## src/rtl/weave_row_gen.sv

```systemverilog
// weave_row_gen -- weaving-draft row engine feeding the weaving01 pin mux.
//
// Holds a threading table (warp thread -> shaft) and a lift plan
// (row -> lifted shaft mask). Each output bit is set when its warp thread
// sits on a lifted shaft: out_row[i] = L[r][T[i]]. Rows stream out over a
// valid/ready handshake. The sequence either wraps to row 0 or stops after
// the last active row.
//
// Ports:
//   clk, rst              clock, synchronous active-high reset
//   cfg_we/sel/addr/data  table write port (sel 0 = threading, 1 = lift plan)
//   row_len, loop         sequence length (0 or >ROWS means ROWS) and wrap
//   start, stop           begin / abort a sequence
//   out_valid/ready       row handshake
//   out_row, out_row_idx  presented row and its index
//   busy                  high while a sequence is running
//   mirror                (WEAVE_MIRROR_EN only) bit-reverse loaded rows
//
// Optional feature macro: WEAVE_MIRROR_EN adds the mirror input.
// Reset defaults give a straight draw (T[i] = i mod 4) with a 2/2 twill
// lift plan (L[r] = 4'b0011 rotated left by r mod 4).

module weave_row_gen #(
    parameter int ROWS   = 8,
    parameter int SHAFTS = 4,
    parameter int WIDTH  = 8
) (
    input  logic             clk,
    input  logic             rst,
    input  logic             cfg_we,
    input  logic             cfg_sel,
    input  logic [2:0]       cfg_addr,
    input  logic [7:0]       cfg_data,
    input  logic [3:0]       row_len,
    input  logic             loop,
    input  logic             start,
    input  logic             stop,
`ifdef WEAVE_MIRROR_EN
    input  logic             mirror,
`endif
    output logic             out_valid,
    input  logic             out_ready,
    output logic [WIDTH-1:0] out_row,
    output logic [2:0]       out_row_idx,
    output logic             busy
);

    localparam int TW = (SHAFTS > 1) ? $clog2(SHAFTS) : 1;
    localparam int RW = (ROWS > 1) ? $clog2(ROWS) : 1;
    localparam logic [3:0] ROWS_L = 4'(ROWS);

    typedef enum logic {IDLE, RUN} state_t;

    state_t             state, state_nxt;
    logic [TW-1:0]      thread_tbl [WIDTH];
    logic [SHAFTS-1:0]  lift_tbl   [ROWS];
    logic [3:0]         row_cnt;       // captured effective row_len
    logic [3:0]         len_eff;
    logic               capture;
    logic               load;
    logic [2:0]         load_idx;
    logic               last;
    logic               accept;
    logic [SHAFTS-1:0]  lift_sel;
    logic [TW-1:0]      thr;
    logic [WIDTH-1:0]   row_calc;
    logic               unused_cfg;

    assign unused_cfg = &{1'b0, cfg_data};

    // 2/2 twill default: 0011 rotated left by r mod 4.
    function automatic logic [SHAFTS-1:0] twill(input int r);
        logic [7:0] d;
        d = 8'h33 << (r % 4);
        twill = '0;
        for (int s = 0; s < SHAFTS && s < 4; s++) twill[s] = d[4+s];
    endfunction

    assign len_eff = (row_len == 4'd0 || row_len > ROWS_L) ? ROWS_L : row_len;
    assign accept  = out_valid && out_ready;
    assign last    = ({1'b0, out_row_idx} == (row_cnt - 4'd1));
    assign busy    = (state != IDLE);

    // ---------------- FSM ----------------
    always_ff @(posedge clk) begin
        if (rst) state <= IDLE;
        else     state <= state_nxt;
    end

    always_comb begin
        state_nxt = state;
        load      = 1'b0;
        load_idx  = out_row_idx;
        capture   = 1'b0;
        case (state)
            IDLE: begin
                if (start && !stop) begin
                    state_nxt = RUN;
                    capture   = 1'b1;
                    load      = 1'b1;
                    load_idx  = 3'd0;
                end
            end
            RUN: begin
                if (stop) begin
                    state_nxt = IDLE;
                end else if (accept) begin
                    if (!last) begin
                        load     = 1'b1;
                        load_idx = out_row_idx + 3'd1;
                    end else if (loop) begin
                        load     = 1'b1;
                        load_idx = 3'd0;
                    end else begin
                        state_nxt = IDLE;
                    end
                end
            end
            default: state_nxt = IDLE;
        endcase
    end

    // Row built from the tables as they stand before the load edge, so a
    // write on the same edge only affects later rows.
    always_comb begin
        row_calc = '0;
        thr      = '0;
        lift_sel = lift_tbl[load_idx[RW-1:0]];
        for (int i = 0; i < WIDTH; i++) begin
`ifdef WEAVE_MIRROR_EN
            thr = mirror ? thread_tbl[WIDTH-1-i] : thread_tbl[i];
`else
            thr = thread_tbl[i];
`endif
            row_calc[i] = lift_sel[thr];
        end
    end

    // ---------------- datapath / tables ----------------
    always_ff @(posedge clk) begin
        if (rst) begin
            out_valid   <= 1'b0;
            out_row     <= '0;
            out_row_idx <= 3'd0;
            row_cnt     <= 4'd0;
            for (int i = 0; i < WIDTH; i++) thread_tbl[i] <= TW'(i % 4);
            for (int r = 0; r < ROWS; r++)  lift_tbl[r]   <= twill(r);
        end else begin
            if (cfg_we) begin
                if (!cfg_sel) thread_tbl[cfg_addr]        <= cfg_data[TW-1:0];
                else          lift_tbl[cfg_addr[RW-1:0]]  <= cfg_data[SHAFTS-1:0];
            end
            if (capture) row_cnt <= len_eff;
            if (load) begin
                out_row     <= row_calc;
                out_row_idx <= load_idx;
            end
            out_valid <= (state_nxt == RUN);
        end
    end

endmodule

```

## config.mk

```make
export PLATFORM = sky130hd
export DESIGN_NAME = weave_row_gen
export DESIGN_NICKNAME = d
export VERILOG_FILES = /design/src/rtl/weave_row_gen.sv
export SDC_FILE = /design/constraint.sdc
export NUM_CORES = 1
export LEC_CHECK = 0
export CAP_MARGIN = 20
export CORE_ASPECT_RATIO = 1.4
export CORE_MARGIN = 2
export CORE_UTILIZATION = 57
export DETAILED_ROUTE_END_ITERATION = 10
export PLACE_DENSITY = 0.89
export SETUP_SLACK_MARGIN = 0.4
export SKIP_CTS_REPAIR_TIMING = 1
export SLEW_MARGIN = 10
export SYNTH_ARGS = -nofsm -noshare
export SYNTH_HDL_FRONTEND = slang
export SYNTH_SLANG_ARGS = --single-unit
```

## constraint.sdc

```tcl
create_clock -name clk -period 4.76 [get_ports clk]
set_clock_uncertainty 0.15 [all_clocks]
set_input_delay 0.952 -clock clk [delete_from_list [all_inputs] [get_ports clk]]
set_output_delay 0.952 -clock clk [all_outputs]
set_load 0.02 [all_outputs]
```

==> results.yml, run 1 <==
routing:
  dr.pass1.iters: 4
  vias_per_cell: 6.322
  wire_per_inst_microns: 17.94
  drtAntennaViolNets: 0
  wirelength_microns: 7463
  drc: 0
  drt_iter0_drc: 131
  dr_total_vias: 2630
floorplan:
  rows: 33
  start_util_pct: 59.22
  fp.coreArea_sq_um: 5863
  die_w_microns: 69.96
  dieArea_sq_um: 6740
  die_h_microns: 96.35
  ios: 36
layout:
  final_common_cell: "edfxtp_1"
  final_cell_mix: "edfxtp_1 (48), clkdlybuf4s50_1 (31), a21oi_1 (23)"
  area_delta_synth_final_pct: 15.53
  drive_above_1_share_pct: 12.72
  diodes: 0
  finalInstanceArea_sq_um: 4011
  nNetsFinal: 366
  fillers: 440
synth:
  synth.area.mux_share_pct: 7.784
  yosysSeqAreaShare_pct: 50.74
  ys_seq_elements: 64
  synthSimpleGateAreaFrac_pct: 22.95
  ys.flop_type: "edfxtp_1"
  synth_xor_area_share_pct: 0.7568
  synth.avg_cell_area_sq_um: 11.16
  syn_inst: 311
  synth_top_family_by_area: "simple AND/OR/NAND/NOR gates"
  synth_area_sq_um: 3472
  synth_warnings: 0
  synth_fa_ha_area_share_pct: 0.7207
  synth_enable_flop_cells: 48
  synth.distinct_cells: 46
  synth_nets: 336
  ys_async_sr_fraction_pct: 0
  synth_compound_area_share_pct: 13.91
clock_network:
  cts_sinks: 64
  cts_tree: "built"
  cts_buffers: 9
  htreeDepth: 3
  cts_root_buffer: "clkbuf_8"
  clkTransAtPathRegs_ps: 80
  clockBufferDepth: 2
  clk_latency_ps: 330
worst_setup_path:
  r2r-end: "out_row[4]"
  criticalPathCategory: "in2reg"
  cp_slowest_cell: "a211oi_1"
  cp_max_fo: 23
  reg2reg_from: "row_cnt[0]"
  worstPathCellList: "clkdlybuf4s50_1 -> or3b_2 -> nand3_1 -> a211o_1 -> a31o_4 -> mux2i_1 -> a221oi_1 -> a211oi_1 -> a311oi_1"
  cp.required_ps: 4790
  ff2ff_path_depth: 10
  crit_family: "compound AO/OA/AOI/OAI gates"
  end_kind: "flop"
  max_stage_delay_ps: 840
  start_kind: "primary input"
  worst-r2r-setup-slack_ps: 880
  arrival_ps: 4060
  crit_buf_inv: 1
power:
  p_switching_mw: 0.3345
  p_int_mw: 0.9379
  netSwitchingFraction_pct: 26.29
  seqPwrFrac_pct: 51.0
  vdd_drop_max_uv: 239.1
  p_comb_share_pct: 13.4
  p_leak_nw: 1.387
  clock_power_share_pct: 35.6
  power.density_nw_per_um2: 317.2
global_route:
  use_met2_pct: 43.10
  grt_pass1_wl_microns: 11870
  grt_max_degree: 33
  grt_pass1_vias: 2511
  grt_util_met1_pct: 24.65
  met3_usage_pct: 4.503
  grt_usage_pct: 23.00
  grt_antenna_before_repair: 0
  top_usage_layer: "met2"
  overflow: 0
placement:
  hpwl_microns: 5281
  port_buffers: 31
  dpl_cell_area_sq_um: 3817
  gp_congestion: 0.8826
sta:
  hold_viol: 0
  post-route-min-period_ps: 4035
  rsz0062_at_grt: "false"
  finalCritPeriodShare_pct: 84.76
  tightest_slew_ps: 995.1
  fmax_mhz: 247.9
  slew_violations: 0
  setup_viol: 0
  slew_headroom_pct: 33.26
  setup_tns_ps: 0
min_path:
  worstHoldStart: "row_cnt[2]"
  hold_end: "row_cnt[2]"
  hp-class: "reg2reg"
  hold_depth: 2
outcome:
  status: "finished clean"
job:
  drv_cap: 0
-- sequential cells by signal, indices dropped and copies added (netlist names) --
signal	flops
lift_tbl	32
out_row	8
out_row_idx	3
out_valid	1
row_cnt	4
thread_tbl	16
-- tightest hold or removal path: stages, from the launching register on --
cell     delay, ps
dfxtp_1        320
nand2_1         60
a21oi_1         50
-- through the flow --
step	util, %	worst slack (ps)	total power, mW	hold WS [ps]	std cells
after floorplan	-	1247	0.7679	285.3	311
final	68.42	725.3	1.272	320.9	416
after global placement	65.11	460.2	0.8223	298.4	400
after CTS	68.42	694.8	1.272	324.0	416
after global routing	68.42	431.7	1.314	372.2	416
after detailed placement	65.11	284.6	0.8306	313.2	400
-- power by group through the flow --
stage	clock [mW]	combinational (mW)	sequential, mW
after floorplan	0	0.104	0.664
after detailed placement	0	0.169	0.662
after global routing	0.478	0.183	0.653
after global placement	0	0.163	0.659
final	0.453	0.170	0.649
after CTS	0.453	0.170	0.649
-- cell families (layout without fill, tap and decap cells) --
group / after synthesis / in the layout
buffers and inverters: 21 / 56
adder cells (fa/ha/maj): 2 / 2
flip-flops: 64 / 64
XOR/XNOR: 3 / 3
multiplexers: 17 / 17
AO/OA/AOI/OAI: 67 / 67
AND/OR/NAND/NOR: 137 / 137
-- Yosys cell counts, types with 2 or more instances --
master	count	area [sq um]
edfxtp_1	48	1441
a21oi_1	23	115.1
nand2b_1	19	118.9
nand2_1	17	63.81
nor3b_1	17	127.6
dfxtp_1	16	320.3
nor2_1	15	56.30
or3_1	12	75.07
clkbuf_1	11	41.29
and2_1	10	62.56
or2_2	10	62.56
a211o_1	9	78.83
mux2i_1	9	90.09
a311oi_1	8	70.07
and3_1	8	50.05
mux4_2	8	180.2
nor3_1	8	40.04
nand3_1	6	30.03
nor2b_1	5	31.28
a22o_1	4	35.03
a211oi_1	3	22.52
a21o_1	3	22.52
a22oi_1	3	22.52
buf_2	3	15.01
buf_6	3	33.78
inv_1	3	11.26
nand3b_1	3	22.52
xor2_1	3	26.28
a31oi_1	2	12.51
ha_1	2	25.02
nand4b_1	2	17.52
nor4_1	2	12.51
o21ai_0	2	10.01
o21bai_1	2	15.01
-- worst max path at each step --
| stage | cells past startpoint | end | from |
|---|---|---|---|
| detailed placement | 11 | out_row[7] | stop |
| finish | 9 | out_row[4] | stop |
| floorplan | 14 | out_row[0] | row_cnt[0] |
| global placement | 11 | out_row[3] | stop |
| CTS | 9 | out_row[7] | stop |
| global route | 11 | out_row[4] | stop |
-- per-layer routing --
layer	up-vias	wire, microns
met5	-	0
met4	0	218
met3	19	379
met2	100	4015
met1	1262	2850
li1	1249	-
-- final cells by class --
class                           instances  area, sq um  area share, %
Multi-Input combinational cell        226         1602          39.93
Clock buffer                           10        148.9          3.712
Timing Repair Buffer                   37        355.3          8.858
Tap cell                               70        87.58          2.183
Inverter                                3        11.26         0.2807
Sequential cell                        64         1762          43.92
Clock inverter                          6        45.04          1.123
No activity file was read; power rests on OpenSTA's default activity.
==> run 2, diff against run 1 <==
--- a/config.mk
+++ b/config.mk
@@ -8,9 +8,9 @@
 export CAP_MARGIN = 20
 export CORE_ASPECT_RATIO = 1.4
 export CORE_MARGIN = 2
-export CORE_UTILIZATION = 57
+export CORE_UTILIZATION = 51
 export DETAILED_ROUTE_END_ITERATION = 10
-export PLACE_DENSITY = 0.89
+export PLACE_DENSITY = 0.85
 export SETUP_SLACK_MARGIN = 0.4
 export SKIP_CTS_REPAIR_TIMING = 1
 export SLEW_MARGIN = 10
==> constraint.sdc (replaced) <==
create_clock -name clk -period 3.3 [get_ports clk]
set_clock_uncertainty 0.15 [all_clocks]
set_input_delay 0.66 -clock clk [delete_from_list [all_inputs] [get_ports clk]]
set_output_delay 0.66 -clock clk [all_outputs]
set_load 0.02 [all_outputs]
==> results.yml, run 2 (synthesis results as in run 1) <==
clock_network:
  cts_tree: "built"
  clkTransAtPathRegs_ps: 70
  htreeDepth: 3
  clk_latency_ps: 340
  clockBufferDepth: 2
  cts_sinks: 64
  cts_root_buffer: "clkbuf_8"
  cts_buffers: 9
sta:
  fmax_mhz: 291.2
  slew_violations: 0
  hold_viol: 0
  post-route-min-period_ps: 3434
  setup_ws_ps: -134.0
  rsz0062_at_grt: "true"
  whs_ps: 330.9
  tightest_slew_ps: 559.4
  setup_viol: 8
  finalCritPeriodShare_pct: 104.1
  slew_headroom_pct: 62.67
global_route:
  overflow: 0
  grt_pass1_wl_microns: 12540
  grt_pass1_vias: 2694
  grt_usage_pct: 22.20
  grt_antenna_before_repair: 0
  grt_max_degree: 19
power:
  p_comb_share_pct: 15.9
  vdd_drop_max_uv: 246.5
  seqPwrFrac_pct: 52.9
  p_int_mw: 1.319
  p_switching_mw: 0.4573
  power.density_nw_per_um2: 409.7
  finalPower_mw: 1.776
  p_leak_nw: 1.552
  clock_power_share_pct: 31.2
  netSwitchingFraction_pct: 25.75
worst_setup_path:
  cp.required_ps: 3390
  end_kind: "flop"
  criticalPathCategory: "reg2reg"
  ff2ff_path_depth: 12
  arrival_ps: 3530
  start_kind: "flop"
  cp_max_fo: 8
placement:
  placedCellCount: 430
  port_buffers: 31
  hpwl_microns: 5690
  gp_congestion: 0.9496
  dpl_cell_area_sq_um: 4045
routing:
  vias_per_cell: 6.095
  drtAntennaViolNets: 0
  wire_per_inst_microns: 17.52
  wirelength_microns: 7901
  dr.pass1.iters: 5
  drc: 0
  drt_iter0_drc: 225
  dr_total_vias: 2749
layout:
  finalInstanceArea_sq_um: 4334
  diodes: 0
  reg.largest.list: "lift_tbl x32, thread_tbl x16, out_row x8"
  final_common_cell: "edfxtp_1"
  largest_register_ffs: 32
  fin_cells: 451
  nNetsFinal: 397
  area_delta_synth_final_pct: 24.83
  final_cell_mix: "edfxtp_1 (48), buf_4 (32), clkdlybuf4s50_1 (31)"
  largest-register: "lift_tbl"
  drive_above_1_share_pct: 24.40
  fin_util_pct: 65.98
outcome:
  failed_checks: "setup timing"
  status: "finished with violations"
floorplan:
  die_h_microns: 101.6
  ios: 36
  rows: 35
  start_util_pct: 52.86
  fp.coreArea_sq_um: 6569
  dieArea_sq_um: 7494
  die_w_microns: 73.74
job:
  drv_cap: 0
min_path:
  hp-class: "reg2reg"
  hold_depth: 2
## run 2: changes by cell type in the layout (fill, tap and decap cells not counted), sizes merged
cell	before	now
buf	6	36
inv	8	3
clkinv	1	5
clkinvlp	0	2
a31o	1	2
clkbuf	10	9
## run 2: path summary, 6_finish.rpt
check / startpoint / to / slack [ps]
max: row_cnt[0] / out_row[2] / -130
min: row_cnt[0] / row_cnt[0] / 330
max reg2reg: row_cnt[0] / out_row[2] / -130
min reg2reg: row_cnt[0] / row_cnt[0] / 330
## run 2: critical path, stage by stage, from the launching register on
cell and delay, ps:
dfxtp_2 360, inv_2 50, ha_4 150, xor2_2 140, or4_4 460, a211o_1 360
a31o_4 290, buf_6 140, nand2b_4 130, a22o_4 250, mux4_2 450, nor3b_1 150
a311oi_1 260
## run 2: metal layers
layer  wire length (microns)  up-vias  global-route usage [%]  part of all wire (%)
li1                        -     1312                       -                     -
met1                    3033     1301                   25.46                    38
met2                    4179      108                   38.19                    53
met3                     409       28                   4.577                   5.2
met4                     278        0                   11.89                   3.5
met5                       0        -                       0                     0
## run 2: cell type report
| class | instances | area (sq um) |
|---|---|---|
| Timing Repair Buffer | 67 | 589.3 |
| Tap cell | 74 | 92.59 |
| Inverter | 3 | 11.26 |
| Fill cell | 501 | 2235 |
| Multi-Input combinational cell | 227 | 1714 |
| Clock inverter | 7 | 38.79 |
| Clock buffer | 9 | 123.9 |
| Sequential cell | 64 | 1764 |
## run 2: power groups by stage
stage / Clock (mW) / Combinational [mW] / Sequential, mW
after floorplan: 0 / 0.152 / 0.958
after global placement: 0 / 0.255 / 0.951
after detailed placement: 0 / 0.263 / 0.954
after CTS: 0.564 / 0.264 / 0.937
after global routing: 0.593 / 0.307 / 0.944
final: 0.554 / 0.283 / 0.939
## run 2: per-stage QoR
step	worst slack [ps]	setup TNS, ps
4_1_cts	-556.4	-4316
3_3_place_gp	-511.0	-4075
2_1_floorplan	-133.2	-946.5
6_report	-134.0	-812.0
5_1_grt	-240.7	-1701
3_5_place_dp	-717.6	-5602
